## config.mk

```make
export PLATFORM = sky130hd
export DESIGN_NAME = memoria_instrucciones_cargable
export DESIGN_NICKNAME = d
export VERILOG_FILES = /design/src/rtl/mips_pkg.sv /design/src/rtl/ensamblador_palabra.sv /design/src/rtl/memoria_instrucciones_cargable.sv
export SDC_FILE = /design/constraint.sdc
export NUM_CORES = 2
export LEC_CHECK = 0
export CAP_MARGIN = 5
export CELL_PAD_IN_SITES_DETAIL_PLACEMENT = 1
export CELL_PAD_IN_SITES_GLOBAL_PLACEMENT = 1
export CORE_UTILIZATION = 59
export DETAILED_ROUTE_END_ITERATION = 6
export PLACE_DENSITY_LB_ADDON = 0.1
export SYNTH_ARGS = -nofsm -noshare
export SYNTH_HDL_FRONTEND = slang
export SYNTH_HIERARCHICAL = 1
export SYNTH_SLANG_ARGS = --single-unit
```

## constraint.sdc

```tcl
create_clock -name i_clk -period 7 [get_ports i_clk]
set_clock_uncertainty 0.15 [all_clocks]
set_input_delay 1.75 -clock i_clk [delete_from_list [all_inputs] [get_ports i_clk]]
set_output_delay 1.75 -clock i_clk [all_outputs]
set_load 0.005 [all_outputs]
```

## src/rtl/mips_pkg.sv

```systemverilog
// Shared MIPS definitions: special instruction words, loader FSM states and
// the command codes the debug unit sends over the UART.
package mips_pkg;

   localparam int unsigned WORD_W = 32;

   localparam logic [WORD_W-1:0] HALT_WORD = 32'hFFFF_FFFF;
   localparam logic [WORD_W-1:0] NOP_WORD  = 32'h0000_0000;

   typedef enum logic [1:0] {
      ST_IDLE = 2'd0,
      ST_LOAD = 2'd1,
      ST_RUN  = 2'd2
   } fsm_state_e;

   // Command bytes from the debug unit
   typedef enum logic [7:0] {
      CMD_LOAD_PROG = 8'h01,
      CMD_RUN       = 8'h02,
      CMD_STEP      = 8'h03,
      CMD_READ_REGS = 8'h04,
      CMD_READ_MEM  = 8'h05,
      CMD_READ_PC   = 8'h06,
      CMD_RESET     = 8'h07
   } dbg_cmd_e;

   function automatic logic is_halt(input logic [WORD_W-1:0] w);
      return w == HALT_WORD;
   endfunction

endpackage

```

## src/rtl/ensamblador_palabra.sv

```systemverilog
// Byte-serial word assembler: shifts BYTE_W-wide bytes in MSB-first and pulses
// word_valid_o for one cycle once a full NBITS word is available on word_o.
module ensamblador_palabra #(
   parameter int unsigned NBITS  = 32,
   parameter int unsigned BYTE_W = 8
) (
   input  logic              clk,
   input  logic              rst_n,
   input  logic              clr_i,
   input  logic              byte_valid_i,
   input  logic [BYTE_W-1:0] byte_i,
   output logic [NBITS-1:0]  word_o,
   output logic              word_valid_o
);

   localparam int unsigned NBYTES = NBITS / BYTE_W;
   localparam int unsigned CNT_W  = (NBYTES > 1) ? $clog2(NBYTES) : 1;

   logic [CNT_W-1:0] cnt_q, cnt_d;
   logic [NBITS-1:0] shift_q, shift_d;
   logic             valid_q, valid_d;

   // Next-state: clear discards any partial word, otherwise shift and count
   always_comb begin
      cnt_d   = cnt_q;
      shift_d = shift_q;
      valid_d = 1'b0;
      if (clr_i) begin
         cnt_d   = '0;
         shift_d = '0;
      end else if (byte_valid_i) begin
         shift_d = {shift_q[NBITS-BYTE_W-1:0], byte_i};
         if (cnt_q == CNT_W'(NBYTES - 1)) begin
            cnt_d   = '0;
            valid_d = 1'b1;
         end else begin
            cnt_d = cnt_q + CNT_W'(1);
         end
      end
   end

   always_ff @(posedge clk or negedge rst_n) begin
      if (!rst_n) begin
         cnt_q   <= '0;
         shift_q <= '0;
         valid_q <= 1'b0;
      end else begin
         cnt_q   <= cnt_d;
         shift_q <= shift_d;
         valid_q <= valid_d;
      end
   end

   assign word_o       = shift_q;
   assign word_valid_o = valid_q;

endmodule

```

## src/rtl/memoria_instrucciones_cargable.sv

```systemverilog
// Run-time loadable instruction memory for the fetch stage: byte-serial load
// of big-endian words up to HALT or a full array, then word fetch from a byte PC.
module memoria_instrucciones_cargable
   import mips_pkg::*;
#(
   parameter  int unsigned NBITS  = 32,
   parameter  int unsigned BYTE_W = 8,
   parameter  int unsigned DEPTH  = 64,
   localparam int unsigned ADDR_W = $clog2(DEPTH)
) (
   input  logic              i_clk,
   input  logic              i_reset,
   input  logic [NBITS-1:0]  i_PC,
   input  logic              i_fetch_en,
   output logic [NBITS-1:0]  o_Instruction,
   output logic              o_valid,
   output logic              o_addr_err,
   input  logic              i_load_start,
   input  logic [BYTE_W-1:0] i_load_byte,
   input  logic              i_load_valid,
   output logic              o_load_done,
   output logic [ADDR_W:0]   o_load_count,
   output logic              o_running
);

   localparam int unsigned CNT_W = ADDR_W + 1;

   fsm_state_e         state_q, state_d;
   logic [CNT_W-1:0]   count_q, count_d;
   logic [NBITS-1:0]   instr_q, instr_d;
   logic               valid_q, valid_d;
   logic               err_q, err_d;
   logic               done_q, done_d;

   logic [NBITS-1:0]   mem [DEPTH];

   logic [NBITS-1:0]   asm_word;
   logic               asm_word_valid;
   logic               word_in_load_c;
   logic               finish_c;
   logic               accept_c;
   logic               we_c;
   logic [ADDR_W-1:0]  fetch_idx_c;
   logic               addr_bad_c;
   logic [NBITS-1:0]   rd_word_c;

   // A completed word is only consumed in LOAD when no restart overrides it
   assign word_in_load_c = (state_q == ST_LOAD) && asm_word_valid && !i_load_start;
   assign finish_c       = word_in_load_c &&
                           ((asm_word == NBITS'(HALT_WORD)) || (count_q == CNT_W'(DEPTH - 1)));
   assign we_c           = word_in_load_c && (count_q < CNT_W'(DEPTH));
   // Bytes arriving while the final word is committed belong to no program
   assign accept_c       = (state_q == ST_LOAD) && i_load_valid && !i_load_start && !finish_c;

   ensamblador_palabra #(
      .NBITS  (NBITS),
      .BYTE_W (BYTE_W)
   ) u_ensamblador (
      .clk          (i_clk),
      .rst_n        (i_reset),
      .clr_i        (i_load_start),
      .byte_valid_i (accept_c),
      .byte_i       (i_load_byte),
      .word_o       (asm_word),
      .word_valid_o (asm_word_valid)
   );

   assign fetch_idx_c = i_PC[ADDR_W+1:2];
   assign addr_bad_c  = (i_PC[1:0] != 2'b00) ||
                        (i_PC[NBITS-1:ADDR_W+2] != '0) ||
                        ({1'b0, fetch_idx_c} >= count_q);
   assign rd_word_c   = mem[fetch_idx_c];

   // Instruction array, no reset so it maps onto block RAM
   always_ff @(posedge i_clk) begin
      if (we_c) begin
         mem[count_q[ADDR_W-1:0]] <= asm_word;
      end
   end

   // Next-state and output-register logic
   always_comb begin
      state_d = state_q;
      count_d = count_q;
      instr_d = instr_q;
      valid_d = 1'b0;
      err_d   = err_q;
      done_d  = 1'b0;

      if (i_load_start) begin
         state_d = ST_LOAD;
         count_d = '0;
         instr_d = NBITS'(NOP_WORD);
         err_d   = 1'b0;
      end else begin
         case (state_q)
            ST_IDLE: begin
               state_d = ST_IDLE;
            end
            ST_LOAD: begin
               if (we_c) begin
                  count_d = count_q + CNT_W'(1);
               end
               if (finish_c) begin
                  state_d = ST_RUN;
                  done_d  = 1'b1;
               end
            end
            ST_RUN: begin
               if (i_fetch_en) begin
                  valid_d = 1'b1;
                  if (addr_bad_c) begin
                     instr_d = NBITS'(NOP_WORD);
                     err_d   = 1'b1;
                  end else begin
                     instr_d = rd_word_c;
                     err_d   = 1'b0;
                  end
               end
            end
            default: begin
               state_d = ST_IDLE;
            end
         endcase
      end
   end

   always_ff @(posedge i_clk or negedge i_reset) begin
      if (!i_reset) begin
         state_q <= ST_IDLE;
         count_q <= '0;
         instr_q <= '0;
         valid_q <= 1'b0;
         err_q   <= 1'b0;
         done_q  <= 1'b0;
      end else begin
         state_q <= state_d;
         count_q <= count_d;
         instr_q <= instr_d;
         valid_q <= valid_d;
         err_q   <= err_d;
         done_q  <= done_d;
      end
   end

   assign o_Instruction = instr_q;
   assign o_valid       = valid_q;
   assign o_addr_err    = err_q;
   assign o_load_done   = done_q;
   assign o_load_count  = count_q;
   assign o_running     = (state_q == ST_RUN);

endmodule

```

==> flow_summary.toml <==
[detailed_routing]
routed-wl-met2_mm = 119
drt-pass1-iter-count = 6
num_vias = 43300
finalWirelength_mm = 252
met3WireLength_mm = 29.4
antenna_left = 0
initialDrtViolationCount = 6918
highest_layer = "met5"
met1_length_mm = 90.4
via_per_inst = 7.24
wl_per_cell_um = 42.1
drc = 0

[pwr]
cellPowerDensity_nw_per_um2 = 279
combinationalPowerShare_pct = 3.8
p_sw_uw = 5400
clkPwrFrac_pct = 42.1
p_leak_uw = 0.0300
internal_power_uw = 20200
ir_drop_mv = 0.250
seqPwrFrac_pct = 54.0
p_sw_share_pct = 21.0

[timing]
timing.slew.headroom_pct = 8.57
rsz0062_at_grt = "false"
finalSetupViolCount = 0
clock.fmax_ghz = 0.198
finalCritPeriodShare_pct = 72.0
fin_hold_ws_ns = 0.387
tightest_slew_ns = 1.37
tns_ns = 0
period_needed_ns = 5.04
finalHoldViolations = 0
maxSlewViolCount = 0

[clock_tree]
cts_hold_buffers = 0
htreeDepth = 4
cts_sinks = 2127
numCtsBuffers = 204
cts_tree = "yes"
cts-root-buf = "clkbuf_16"
cts_resized = 0
clock_path_buffers = 3
path_clk_slew_ns = 0.06
cts_setup_buffers = 0
clk_latency_ns = 0.85

[cells_and_area]
area_growth_pct = 12.4
layout_common_cells = "edfxtp_1 (2048), mux4_2 (467), clkbuf_16 (207)"
layout-drive-gt1-share_pct = 25.0
fin_cells = 5982
final_nets = 4062
final_common_cell = "edfxtp_1"
postLayoutCoreUtil_pct = 66.9
final_area_um2 = 91900

[floorplanning]
ios = 88
initial_core_util_pct = 59.5
die-area_um2 = 140000
coreArea_um2 = 137000
rows = 136
die_h_um = 374
dieWidth_um = 374

[place]
dp.cells = 5594
place_congestion = 0.923
port_buffers = 87
dp_hpwl_mm = 150
place_area_um2 = 85400

[critical_path]
cpLargestDelayFamily = "buffers and inverters"
cp_num_buf_inv = 3
path_max_fanout = 49
cp.arrival_ns = 5.56
cp-start-kind = "input port"
crit_start = "i_PC[2]"
worst_path_largest_cell_delay_ns = 1.04
crit_chain = "buf_8, buf_12, buf_4, mux4_2, a22o_1, a221oi_1, o211ai_1"
critPathSlowestCell = "a221oi_1"
worstSetupPathType = "input port to flip-flop"
critPathRequiredTime_ns = 7.52
cp-end-kind = "flip-flop"
regToRegStartpoint = "state_q[1]"

[logic_synthesis]
ys_ff_latch = 2127
synth_area_um2 = 81800
seq_area_frac_synth_pct = 77.6
synth_simple_gate_area_share_pct = 2.45
synth_nets = 3814
synth_top_family_by_area = "multiplexers"
synth_cell_types = 68
muxShareOfSynthArea_pct = 15.1
synth_xor_area_share_pct = 0.0535
yosysWarnings = 6
synth-compound-area-share_pct = 3.04
async_flop_share_pct = 3.71
synth_edf_count = 2048
synth-adder-area-share_pct = 0.122
netlist_instances = 3761
avgSynthCellArea_um2 = 21.7
ys.flop_type = "edfxtp_1"

[global_routing]
track_usage_pct = 36.5
grt_pass1_wl_mm = 348
grt_pass1_vias = 44200
grt-ovfl-total = 0
antenna_found_initial = 24
grt_max_degree = 93

[min_path]
min-delay-start = "u_ensamblador/cnt_q[1]"
min-delay-path-class = "flip-flop to flip-flop"

[job]
maxCapViolCount = 0

[status]
outcome = "completed"
==> layout make-up <==
cell class | instances | area (µm²)
Antenna cell | 7 | 17.5
Fill cell | 10700 | 45600
Timing Repair Buffer | 242 | 2130
Sequential cell | 2127 | 63500
Clock inverter | 117 | 1020
Clock buffer | 261 | 5420
Multi-Input combinational cell | 1425 | 17500
Inverter | 9 | 33.8
Tap cell | 1794 | 2240
==> per-layer routing <==
layer / vias up / GRT usage (%)
met5: - / 0
met4: 28 / 16.4
met3: 636 / 9.00
met2: 3157 / 56.7
met1: 23100 / 49.7
li1: 16400 / -
==> logic make-up after synthesis <==
kind of cell | count (synthesis)
AOI/OAI and AO/OA | 351
muxes | 643
and+or+nand+nor | 418
buffers and inverters | 209
xor gates and xnor gates | 5
adders and majority gates | 8
DFF | 2127
==> registers in the layout (all words and copies together) (netlist names) <==
signal,count
mem,2048
u_ensamblador/word_o,32
o_addr_err,1
u_ensamblador/word_valid_o,1
o_load_done,1
o_Instruction,32
state_q,2
u_ensamblador/cnt_q,2
o_valid,1
o_load_count,7
==> power groups by stage <==
stage                     Combinational [µW]  Clock [µW]  Sequential (µW)
after floorplan                          577           0            14100
after global placement                   940           0            14100
after detailed placement                 961           0            14100
after CTS                                967       10800            13900
after global routing                    1010       11200            13800
final                                    986       10800            13900
==> worst register-to-register path, delay by kind of cell (launching register included) <==
kind	cells	cell delay (ns)
AND/OR/NAND/NOR	5	2.78
flip-flops	1	0.40
buffers and inverters	2	0.58
==> per-stage QoR <==
step	setup slack [ns]	power (µW)
6_report	1.96	25600
5_1_grt	1.81	26100
4_1_cts	2.14	25700
3_5_place_dp	1.31	15100
3_3_place_gp	1.38	15100
2_1_floorplan	1.93	14700
==> Yosys cell counts (20+ instances only) <==
| library cell | instances | share of area [%] |
|---|---|---|
| mux4_2 | 467 | 13 |
| clkbuf_1 | 53 | 0.24 |
| nand2_1 | 115 | 0.53 |
| edfxtp_1 | 2048 | 75 |
| buf_4 | 42 | 0.39 |
| nand4_1 | 20 | 0.15 |
| nor2_1 | 135 | 0.62 |
| buf_2 | 60 | 0.37 |
| a21oi_1 | 45 | 0.28 |
| o21ai_0 | 29 | 0.18 |
| nand3_1 | 38 | 0.23 |
| a221oi_1 | 32 | 0.34 |
| mux2i_1 | 159 | 1.9 |
| buf_6 | 23 | 0.32 |
| o22ai_1 | 48 | 0.37 |
| nor2b_1 | 24 | 0.18 |
| a22oi_1 | 97 | 0.89 |
| dfrtp_1 | 79 | 2.4 |
==> final timing paths <==
path | cells past startpoint | to | slack (ns)
setup / recovery | 7 | o_Instruction[28] | 1.96
hold / removal | 2 | u_ensamblador/cnt_q[1] | 0.39
setup reg to reg | 7 | mem[36][10] | 2.80
hold reg to reg | 2 | u_ensamblador/cnt_q[1] | 0.39
max in group asynchronous | 2 | o_Instruction[5] | 4.62
min in group asynchronous | 1 | o_valid | 0.80
Note: power is estimated with default switching activity, not from simulation.
